--- src/rtl/rv_multicycle_ctrl_if.sv ---
// Control/datapath bundle between the multicycle controller (master) and the
// datapath plus instruction/data memories (slave).
interface rv_multicycle_ctrl_if #(
  parameter int CNT_W = 32
);
  logic [6:0]       instrOpcode;
  logic [2:0]       instrFunct3;
  logic [6:0]       instrFunct7;
  logic             alu_zero;
  logic             alu_lt;
  logic             alu_ltu;
  logic             imem_req;
  logic             imem_ready;
  logic             dmem_req;
  logic             dmem_we;
  logic             dmem_ready;
  logic             ir_we;
  logic             pc_we;
  logic             pc_sel;
  logic             rf_we;
  logic [1:0]       wb_sel;
  logic [1:0]       alu_src_b;
  logic [3:0]       alu_op;
  logic             illegal;
  logic             bus_err;
  logic [CNT_W-1:0] instret;

  modport master (
    input  instrOpcode, instrFunct3, instrFunct7,
    input  alu_zero, alu_lt, alu_ltu,
    input  imem_ready, dmem_ready,
    output imem_req, dmem_req, dmem_we,
    output ir_we, pc_we, pc_sel, rf_we, wb_sel, alu_src_b, alu_op,
    output illegal, bus_err, instret
  );

  modport slave (
    output instrOpcode, instrFunct3, instrFunct7,
    output alu_zero, alu_lt, alu_ltu,
    output imem_ready, dmem_ready,
    input  imem_req, dmem_req, dmem_we,
    input  ir_we, pc_we, pc_sel, rf_we, wb_sel, alu_src_b, alu_op,
    input  illegal, bus_err, instret
  );
endinterface

--- src/rtl/rv_multicycle_ctrl.sv ---
// Multicycle control FSM for an RV32I subset: sequences fetch, decode, execute,
// memory and writeback, driving every datapath strobe and select (Mealy outputs).
module rv_multicycle_ctrl #(
  parameter int CNT_W  = 32,
  parameter int MEM_TO = 255
) (
  input logic                  clk,
  input logic                  reset,
  rv_multicycle_ctrl_if.master bus
);

  typedef enum logic [2:0] {FETCH, DECODE, EXEC, MEM, WB, TRAP} state_t;
  typedef enum logic [2:0] {C_OP, C_OPIMM, C_LUI, C_BRANCH, C_LOAD, C_STORE, C_BAD} iclass_t;

  localparam logic [6:0] OPC_OP     = 7'b0110011;
  localparam logic [6:0] OPC_OPIMM  = 7'b0010011;
  localparam logic [6:0] OPC_LUI    = 7'b0110111;
  localparam logic [6:0] OPC_BRANCH = 7'b1100011;
  localparam logic [6:0] OPC_LOAD   = 7'b0000011;
  localparam logic [6:0] OPC_STORE  = 7'b0100011;
  localparam logic [6:0] F7_BASE    = 7'b0000000;
  localparam logic [6:0] F7_ALT     = 7'b0100000;
  localparam logic [7:0] TO_LAST    = 8'(MEM_TO - 1);

  state_t           state;
  iclass_t          cls;
  logic             legal;
  logic             taken;
  logic [3:0]       alu_op_dec;
  logic [1:0]       src_b_dec;
  logic [7:0]       to_cnt;
  logic             wait_expired;
  logic             illegal_q;
  logic             bus_err_q;
  logic [CNT_W-1:0] instret_q;

  logic [2:0] f3;
  logic [6:0] f7;

  assign f3 = bus.instrFunct3;
  assign f7 = bus.instrFunct7;

  always_comb begin
    case (bus.instrOpcode)
      OPC_OP:     cls = C_OP;
      OPC_OPIMM:  cls = C_OPIMM;
      OPC_LUI:    cls = C_LUI;
      OPC_BRANCH: cls = C_BRANCH;
      OPC_LOAD:   cls = C_LOAD;
      OPC_STORE:  cls = C_STORE;
      default:    cls = C_BAD;
    endcase
  end

  always_comb begin
    legal = 1'b0;
    case (cls)
      C_OP:     legal = (f7 == F7_BASE) ||
                        ((f7 == F7_ALT) && ((f3 == 3'b000) || (f3 == 3'b101)));
      C_OPIMM: begin
        case (f3)
          3'b001:  legal = (f7 == F7_BASE);
          3'b101:  legal = (f7 == F7_BASE) || (f7 == F7_ALT);
          default: legal = 1'b1;
        endcase
      end
      C_LUI:    legal = 1'b1;
      C_BRANCH: legal = (f3 != 3'b010) && (f3 != 3'b011);
      C_LOAD:   legal = (f3 == 3'b000) || (f3 == 3'b001) || (f3 == 3'b010) ||
                        (f3 == 3'b100) || (f3 == 3'b101);
      C_STORE:  legal = (f3 <= 3'b010);
      default:  legal = 1'b0;
    endcase
  end

  // Branch compares always run as SUB, so the flags describe rs1 versus rs2.
  always_comb begin
    case (f3)
      3'b000:  taken = bus.alu_zero;
      3'b001:  taken = ~bus.alu_zero;
      3'b100:  taken = bus.alu_lt;
      3'b101:  taken = ~bus.alu_lt;
      3'b110:  taken = bus.alu_ltu;
      3'b111:  taken = ~bus.alu_ltu;
      default: taken = 1'b0;
    endcase
  end

  always_comb begin
    alu_op_dec = 4'b0000;
    src_b_dec  = 2'b00;
    case (cls)
      C_OP:     alu_op_dec = {f7[5], f3};
      C_OPIMM: begin
        alu_op_dec = {(f3 == 3'b101) & f7[5], f3};
        src_b_dec  = 2'b01;
      end
      C_BRANCH: alu_op_dec = 4'b1000;
      C_LOAD:   src_b_dec  = 2'b01;
      C_STORE:  src_b_dec  = 2'b10;
      default: begin
        alu_op_dec = 4'b0000;
        src_b_dec  = 2'b00;
      end
    endcase
  end

  assign wait_expired = (to_cnt == TO_LAST);

  // Timeout counter is cleared on every entry to FETCH and MEM; a ready seen in
  // the cycle the count would reach MEM_TO still completes the access.
  always_ff @(posedge clk) begin
    if (reset) begin
      state     <= FETCH;
      instret_q <= '0;
      illegal_q <= 1'b0;
      bus_err_q <= 1'b0;
      to_cnt    <= 8'd0;
    end else begin
      case (state)
        FETCH: begin
          if (bus.imem_ready) begin
            state <= DECODE;
          end else if (wait_expired) begin
            state     <= TRAP;
            bus_err_q <= 1'b1;
          end else begin
            to_cnt <= to_cnt + 8'd1;
          end
        end
        DECODE: begin
          if (legal) begin
            state <= EXEC;
          end else begin
            state     <= TRAP;
            illegal_q <= 1'b1;
          end
        end
        EXEC: begin
          to_cnt <= 8'd0;
          if ((cls == C_LOAD) || (cls == C_STORE)) begin
            state <= MEM;
          end else begin
            state     <= FETCH;
            instret_q <= instret_q + CNT_W'(1);
          end
        end
        MEM: begin
          if (bus.dmem_ready) begin
            to_cnt <= 8'd0;
            if (cls == C_STORE) begin
              state     <= FETCH;
              instret_q <= instret_q + CNT_W'(1);
            end else begin
              state <= WB;
            end
          end else if (wait_expired) begin
            state     <= TRAP;
            bus_err_q <= 1'b1;
          end else begin
            to_cnt <= to_cnt + 8'd1;
          end
        end
        WB: begin
          state     <= FETCH;
          to_cnt    <= 8'd0;
          instret_q <= instret_q + CNT_W'(1);
        end
        TRAP:    state <= TRAP;
        default: state <= TRAP;
      endcase
    end
  end

  // Reset gates every strobe because the synchronous reset has not yet moved
  // the state register during the reset cycle itself.
  always_comb begin
    bus.imem_req  = 1'b0;
    bus.dmem_req  = 1'b0;
    bus.dmem_we   = 1'b0;
    bus.ir_we     = 1'b0;
    bus.pc_we     = 1'b0;
    bus.pc_sel    = 1'b0;
    bus.rf_we     = 1'b0;
    bus.wb_sel    = 2'b00;
    bus.alu_src_b = 2'b00;
    bus.alu_op    = 4'b0000;
    if (!reset) begin
      case (state)
        FETCH: begin
          bus.imem_req = 1'b1;
          bus.ir_we    = bus.imem_ready;
        end
        EXEC: begin
          bus.alu_op    = alu_op_dec;
          bus.alu_src_b = src_b_dec;
          case (cls)
            C_OP, C_OPIMM: begin
              bus.rf_we = 1'b1;
              bus.pc_we = 1'b1;
            end
            C_LUI: begin
              bus.rf_we  = 1'b1;
              bus.wb_sel = 2'b10;
              bus.pc_we  = 1'b1;
            end
            C_BRANCH: begin
              bus.pc_we  = 1'b1;
              bus.pc_sel = taken;
            end
            default: bus.pc_we = 1'b0;
          endcase
        end
        MEM: begin
          bus.alu_op    = alu_op_dec;
          bus.alu_src_b = src_b_dec;
          bus.dmem_req  = 1'b1;
          bus.dmem_we   = (cls == C_STORE);
          bus.pc_we     = (cls == C_STORE) && bus.dmem_ready;
        end
        WB: begin
          bus.alu_op    = alu_op_dec;
          bus.alu_src_b = src_b_dec;
          bus.rf_we     = 1'b1;
          bus.wb_sel    = 2'b01;
          bus.pc_we     = 1'b1;
        end
        default: bus.imem_req = 1'b0;
      endcase
    end
  end

  assign bus.illegal = illegal_q;
  assign bus.bus_err = bus_err_q;
  assign bus.instret = instret_q;

endmodule

--- src/flat_wrapper.sv ---
// flat-port wrapper written by rule: the top's interface ports become plain ports
module rv_multicycle_ctrl_flat 
#(
  parameter int CNT_W  = 32,
  parameter int MEM_TO = 255
)
  (clk, reset, bus_instrOpcode, bus_instrFunct3, bus_instrFunct7, bus_alu_zero, bus_alu_lt, bus_alu_ltu, bus_imem_ready, bus_dmem_ready, bus_imem_req, bus_dmem_req, bus_dmem_we, bus_ir_we, bus_pc_we, bus_pc_sel, bus_rf_we, bus_wb_sel, bus_alu_src_b, bus_alu_op, bus_illegal, bus_bus_err, bus_instret);
  rv_multicycle_ctrl_if #(.CNT_W(CNT_W)) bus_i ();
  input logic clk;
  input logic reset;
  input wire logic [$bits(bus_i.instrOpcode)-1:0] bus_instrOpcode;
  input wire logic [$bits(bus_i.instrFunct3)-1:0] bus_instrFunct3;
  input wire logic [$bits(bus_i.instrFunct7)-1:0] bus_instrFunct7;
  input wire logic [$bits(bus_i.alu_zero)-1:0] bus_alu_zero;
  input wire logic [$bits(bus_i.alu_lt)-1:0] bus_alu_lt;
  input wire logic [$bits(bus_i.alu_ltu)-1:0] bus_alu_ltu;
  input wire logic [$bits(bus_i.imem_ready)-1:0] bus_imem_ready;
  input wire logic [$bits(bus_i.dmem_ready)-1:0] bus_dmem_ready;
  output wire logic [$bits(bus_i.imem_req)-1:0] bus_imem_req;
  output wire logic [$bits(bus_i.dmem_req)-1:0] bus_dmem_req;
  output wire logic [$bits(bus_i.dmem_we)-1:0] bus_dmem_we;
  output wire logic [$bits(bus_i.ir_we)-1:0] bus_ir_we;
  output wire logic [$bits(bus_i.pc_we)-1:0] bus_pc_we;
  output wire logic [$bits(bus_i.pc_sel)-1:0] bus_pc_sel;
  output wire logic [$bits(bus_i.rf_we)-1:0] bus_rf_we;
  output wire logic [$bits(bus_i.wb_sel)-1:0] bus_wb_sel;
  output wire logic [$bits(bus_i.alu_src_b)-1:0] bus_alu_src_b;
  output wire logic [$bits(bus_i.alu_op)-1:0] bus_alu_op;
  output wire logic [$bits(bus_i.illegal)-1:0] bus_illegal;
  output wire logic [$bits(bus_i.bus_err)-1:0] bus_bus_err;
  output wire logic [$bits(bus_i.instret)-1:0] bus_instret;
  assign bus_i.instrOpcode = bus_instrOpcode;
  assign bus_i.instrFunct3 = bus_instrFunct3;
  assign bus_i.instrFunct7 = bus_instrFunct7;
  assign bus_i.alu_zero = bus_alu_zero;
  assign bus_i.alu_lt = bus_alu_lt;
  assign bus_i.alu_ltu = bus_alu_ltu;
  assign bus_i.imem_ready = bus_imem_ready;
  assign bus_i.dmem_ready = bus_dmem_ready;
  assign bus_imem_req = bus_i.imem_req;
  assign bus_dmem_req = bus_i.dmem_req;
  assign bus_dmem_we = bus_i.dmem_we;
  assign bus_ir_we = bus_i.ir_we;
  assign bus_pc_we = bus_i.pc_we;
  assign bus_pc_sel = bus_i.pc_sel;
  assign bus_rf_we = bus_i.rf_we;
  assign bus_wb_sel = bus_i.wb_sel;
  assign bus_alu_src_b = bus_i.alu_src_b;
  assign bus_alu_op = bus_i.alu_op;
  assign bus_illegal = bus_i.illegal;
  assign bus_bus_err = bus_i.bus_err;
  assign bus_instret = bus_i.instret;
  rv_multicycle_ctrl #(.CNT_W(CNT_W), .MEM_TO(MEM_TO)) u_core (.clk(clk), .reset(reset), .bus(bus_i));
endmodule
--- config.mk ---
export PLATFORM = sky130hd
export DESIGN_NAME = rv_multicycle_ctrl_flat
export DESIGN_NICKNAME = d
export VERILOG_FILES = /design/src/rtl/rv_multicycle_ctrl_if.sv /design/src/rtl/rv_multicycle_ctrl.sv /design/src/flat_wrapper.sv
export SDC_FILE = /design/constraint.sdc
export NUM_CORES = 1
export LEC_CHECK = 0
export ABC_CLOCK_PERIOD_IN_PS = 8350
export CAP_MARGIN = 10
export CELL_PAD_IN_SITES_DETAIL_PLACEMENT = 1
export CELL_PAD_IN_SITES_GLOBAL_PLACEMENT = 2
export CORE_MARGIN = 3
export CORE_UTILIZATION = 29
export CTS_CLUSTER_DIAMETER = 60
export DETAILED_ROUTE_END_ITERATION = 8
export PLACE_DENSITY = 0.93
export SLEW_MARGIN = 40
export SYNTH_ARGS = -nofsm -noshare
export SYNTH_HDL_FRONTEND = slang
export SYNTH_SLANG_ARGS = --single-unit
--- constraint.sdc ---
create_clock -name clk -period 8.35 [get_ports clk]
set_input_delay 1.67 -clock clk [delete_from_list [all_inputs] [get_ports clk]]
set_output_delay 1.67 -clock clk [all_outputs]
set_load 0.05 [all_outputs]
======== Yosys cells after proc, flatten, opt, wreduce, memory -nomap -nowiden ========
Cells that the tools add are included.
storage, ports and cells
  register bits after elaboration ......... 45
  bits of input ports ..................... 24
  logic and storage cells ................. 119
cells by class
  add/subtract/negate cells ............... 2
  magnitude comparators ................... 1
  equality and inequality tests ........... 30
  muxes and demuxes ....................... 49
  bitwise operators ....................... 5
  reductions and logical operators ........ 27
operator list
  cell                     count
  $mux W32                 3
  $pmux W32 S3             1
  $add A32 B1 Y32 const B  1
  $eq A7 B6 Y1 const B     4
  $mux W8                  3
  $pmux W8 S3              1
  $eq A3 B3 Y1 const B     7
  $mux W1                  18
  $pmux W3 S6              1
  $eq A3 B2 Y1 const B     5
  $mux W3                  5
  $pmux W3 S5              1
  $pmux W1 S6              2
  $pmux W4 S3              1
  $mux W2                  5
  $eq A3 B1 Y1 const B     3
  $logic_not A3 Y1         3
  $add A8 B1 Y8 const B    1
  $eq A8 B8 Y1 const B     1
  $logic_or A1 B1 Y1       8
  $mux W4                  2
  $ne A2 B2 Y1 const B     4
  $pmux W2 S2              2
  $eq A7 B2 Y1 const B     1
  19 further kinds         31

======== Longest topological paths before layout ========
  depth in word-level cells ............... 8
  gate-level depth with buffers ........... 13
  depth with buffers taken out ............ 9

======== Worst setup path after synthesis ========
No wires, ideal clock.
  path type ............................... input -> output
  from .................................... input bus_instrOpcode[3]
  to ...................................... output bus_alu_src_b[0]
  arrival ................................. 5.217 ns
  required time ........................... 6.680 ns
  setup slack ............................. 1.463 ns
  stages on the path ...................... 7
  path through ............................ and3b_1 > clkbuf_1 > and3_1 > inv_1 > ha_1 > clkbuf_1 > a2111oi_0
between the ends
  word-level cells in the longest chain between the ends .. 7
  elaborated cells on any way between the ends .. 14
  those cells by class .................... eq/ne (9); mux (4); reduce/logical (1)
RTL lines
  item                                                 line                       text
  start: declaration                                   flat_wrapper.sv:11         input wire logic [$bits(bus_i.instrOpcode)-1:0] bus_instrOpcode;
  $eq A7 B6 Y1 (tied with other cells)                 rv_multicycle_ctrl.sv:44   case (bus.instrOpcode)
  $pmux W3 S6 (*)                                      rv_multicycle_ctrl.sv:44
  $eq A3 B1 Y1 / $eq A3 B3 Y1 (equally long branches)  rv_multicycle_ctrl.sv:92   case (cls)
  $reduce_or A2 Y1 (no line)                           n/a
  $pmux W2 S2 (*)                                      rv_multicycle_ctrl.sv:92
  $mux W2 (*)                                          rv_multicycle_ctrl.sv:189  case (state)
  $mux W2 (*)                                          rv_multicycle_ctrl.sv:188  if (!reset) begin
  end: declaration                                     flat_wrapper.sv:27         output wire logic [$bits(bus_i.alu_src_b)-1:0] bus_alu_src_b;
Every way passes the cells marked *; elsewhere a longest branch is shown, timed or not.

======== Worst setup path in the final report ========
  from .................................... input bus_instrOpcode[0]
  to ...................................... output bus_alu_op[3]
between the ends
  word-level cells in the longest chain between the ends .. 6
  elaborated cells on any way between the ends .. 13
  those cells by class .................... eq/ne (8); mux (4); reduce/logical (1)
RTL lines
  item                                  line                       text
  $eq A7 B6 Y1 (tied with other cells)  rv_multicycle_ctrl.sv:44
  $pmux W3 S6 (*)                       rv_multicycle_ctrl.sv:44
  $eq A3 B2 Y1 (tied with other cells)  rv_multicycle_ctrl.sv:92
  $pmux W4 S3 (*)                       rv_multicycle_ctrl.sv:92
  $mux W4 (*)                           rv_multicycle_ctrl.sv:189
  $mux W4 (*)                           rv_multicycle_ctrl.sv:188
  end: declaration                      flat_wrapper.sv:28         output wire logic [$bits(bus_i.alu_op)-1:0] bus_alu_op;
Marked as above.

==> results.json <==
{
  "cp.required_ps": 6680,
  "rows": 35,
  "p_seq_share_pct": 43.8,
  "areaGrowthSynthToFinish_pct": 33.0,
  "routed_wl_um": 8620,
  "antenna_found_initial": 0,
  "syn-cell-area_um2": 2830,
  "nNetsFinal": 465,
  "grt_pass1_wl_um": 14800,
  "power_frac_clock_pct": 32.4,
  "p_int_w": 0.000372,
  "rsz0062_at_grt": "false",
  "maxSlewViolCount": 0,
  "avgViaCountPerCell": 5.36,
  "arrival_ps": 5060,
  "status": "completed",
  "rr_worst_depth": 5,
  "ys.flop_type": "dfxtp_1",
  "cts_sinks": 45,
  "synth-seq-cells": 45,
  "endpoint_kind": "output port",
  "cts_buffers": 5,
  "tns_ps": 0,
  "fmax_ghz": 0.149,
  "synth_edf_count": 0,
  "place_ws_ps": 1580,
  "cts_resized": 0,
  "irDropWorstVdd_uv": 64.1,
  "p_per_area_nw_per_um2": 144,
  "grtUsageMet2_pct": 27.0,
  "netlist_instances": 376,
  "synth_top_area_cell": "dfxtp_1",
  "cts_hold_buffers": 0,
  "globalRouteOverflowTotal": 0,
  "synth_top_area_share_pct": 31.8,
  "fin_ws_ps": 1620,
  "async_flop_share_pct": 0,
  "setup_viol": 0,
  "globalplace.congestion": 0.855,
  "cts_setup_buffers": 0,
  "die-width_um": 105,
  "routedWlPerCell_um": 15.2,
  "grt_pass1_vias": 3091,
  "cp-start-kind": "input port",
  "diodes": 0,
  "crit_fanout": 10,
  "vias": 3035,
  "p_total_w": 0.000542,
  "coreArea_um2": 9370,
  "route.detailed.drc": 0,
  "switching_share_pct": 31.3,
  "grt.met3_usage_pct": 2.29,
  "clk_latency_ps": 300,
  "whs_ps": 471,
  "yosysMostFrequentCell": "dfxtp_1",
  "dp_hpwl_um": 6360,
  "yosys-top-cells-area": "dfxtp_1 32%, a21oi_1 5.7%, nor2_1 5.4%",
  "p_leak_nw": 1.18,
  "synth_nets": 405,
  "cts_max_path_buffers": 2,
  "utilization_pct": 40.2,
  "grtUsageTotal_pct": 15.7,
  "p_sw_w": 0.000170,
  "worst-setup-path-type": "in2out",
  "hold_viol": 0,
  "ios": 73,
  "max-cap-violations": 0,
  "start_util_pct": 30.2,
  "dieHeight_um": 105,
  "combPwrFrac_pct": 23.8,
  "fillCellCount": 1196,
  "multi_input_area_um2": 1790,
  "seq_area_um2": 901,
  "period_share_pct": 80.6,
  "holdCritPathClass": "reg2reg",
  "dr.pass1.iters": 4,
  "grt_max_degree": 54,
  "ant_nets": 0,
  "synth.distinct_cells": 53,
  "busiest_layer": "met2",
  "synth-seq-area-share_pct": 31.8,
  "portBuffers": 72,
  "synth.avg_cell_area_um2": 7.53,
  "worst_pin_slew_ps": 729,
  "drt-initial-drc-count": 87,
  "synth_common_cells": "45 x dfxtp_1, 41 x nor2_1, 32 x a21oi_1",
  "layout-drive-gt1-share_pct": 4.58,
  "cts.reportedPaths.clkPinSlew_ps": 80,
  "cts_tree": "built",
  "slew_headroom_pct": 51.0,
  "cts_root_buf": "clkbuf_8",
  "min_path_cells": 2,
  "yosysWarnings": 0,
  "period_needed_ps": 6730,
  "skew_ps": 10.8,
  "htree_num_levels": 2,
  "dieArea_um2": 11000,
  "grtUsageMet1_pct": 20.5
}
path summary, 6_finish.rpt:
kind / from / end / slack [ps]
worst max register to register: u_core.state[1] / u_core.bus.instret[26] / 5560
worst min-delay path: u_core.bus.illegal / u_core.bus.illegal / 470
worst min register to register: u_core.bus.illegal / u_core.bus.illegal / 470
worst max-delay path: bus_instrOpcode[0] / bus_alu_op[3] / 1620
logic make-up (layout without fill, tap and decap cells):
family	after synthesis	after routing	synth area share [%]
compound gates	98	98	22.0
simple gates	174	174	33.2
fa+ha+maj	5	5	2.21
flops	45	45	31.8
buf+inv	37	98	5.39
mux	2	2	0.751
xor+xnor	15	15	4.64
placed cells by master (no fill, tap or decap), types with 3 or more instances in the layout:
master	netlist	layout
clkdlybuf4s50_1	0	71
dfxtp_1	45	45
nor2_1	41	41
a21oi_1	32	32
nand2_1	25	25
o21ai_0	24	24
inv_1	16	16
nand3_1	16	16
nor4_1	16	16
or3_1	14	14
xnor2_1	13	13
nor2b_1	9	9
nor3_1	10	9
nand4_1	9	9
and3_1	8	8
a21o_1	8	8
or4_1	8	8
o31ai_1	7	7
clkbuf_8	0	6
ha_1	5	5
a31oi_1	4	4
nor3b_1	3	3
o211ai_1	3	3
buf_4	1	3
sequential cells by signal, summed over array words and instances (netlist names):
signal,cells
u_core.state,3
u_core.bus.instret,32
u_core.bus.illegal,1
u_core.to_cnt,8
u_core.bus.bus_err,1
critical path, cell delays in order:
cell             delay (ps)
clkdlybuf4s50_1         470
and3b_1                 310
o211ai_1                260
ha_1                    380
a41o_1                  250
a221oi_1                600
nand3_1                 140
a21oi_1                 170
clkdlybuf4s50_1         820
area by class of cell:
class	instances	share of cell area (%)
Sequential cell	45	23.9
Timing Repair Buffer	74	19.5
Clock inverter	2	0.997
Clock buffer	6	2.19
Multi-Input combinational cell	294	47.5
Tap cell	129	4.29
Inverter	16	1.60
per-layer routing:
layer  vias to the layer above  share of wire, %  routed length (µm)
met5                         -                 0                   0
met4                         0               1.4                 117
met3                        10               3.0                 259
met2                        47                48                4130
met1                      1477                48                4110
li1                       1501                 -                   -
power groups by stage:
stage | Sequential (W) | Combinational [W] | Clock [W]
final | 0.000237 | 0.000129 | 0.000175
after global routing | 0.000240 | 0.000142 | 0.000188
after CTS | 0.000237 | 0.000131 | 0.000180
after detailed placement | 0.000242 | 0.000130 | 0
after global placement | 0.000241 | 0.000126 | 0
after floorplan | 0.000244 | 0.0000839 | 0
stage by stage:
step	cell area [µm²]	cells
floorplan	2830	376
global placement	3640	558
detailed placement	3640	558
CTS	3760	566
global route	3760	566
finish	3760	566
Note: power is estimated with default switching activity, not from simulation.
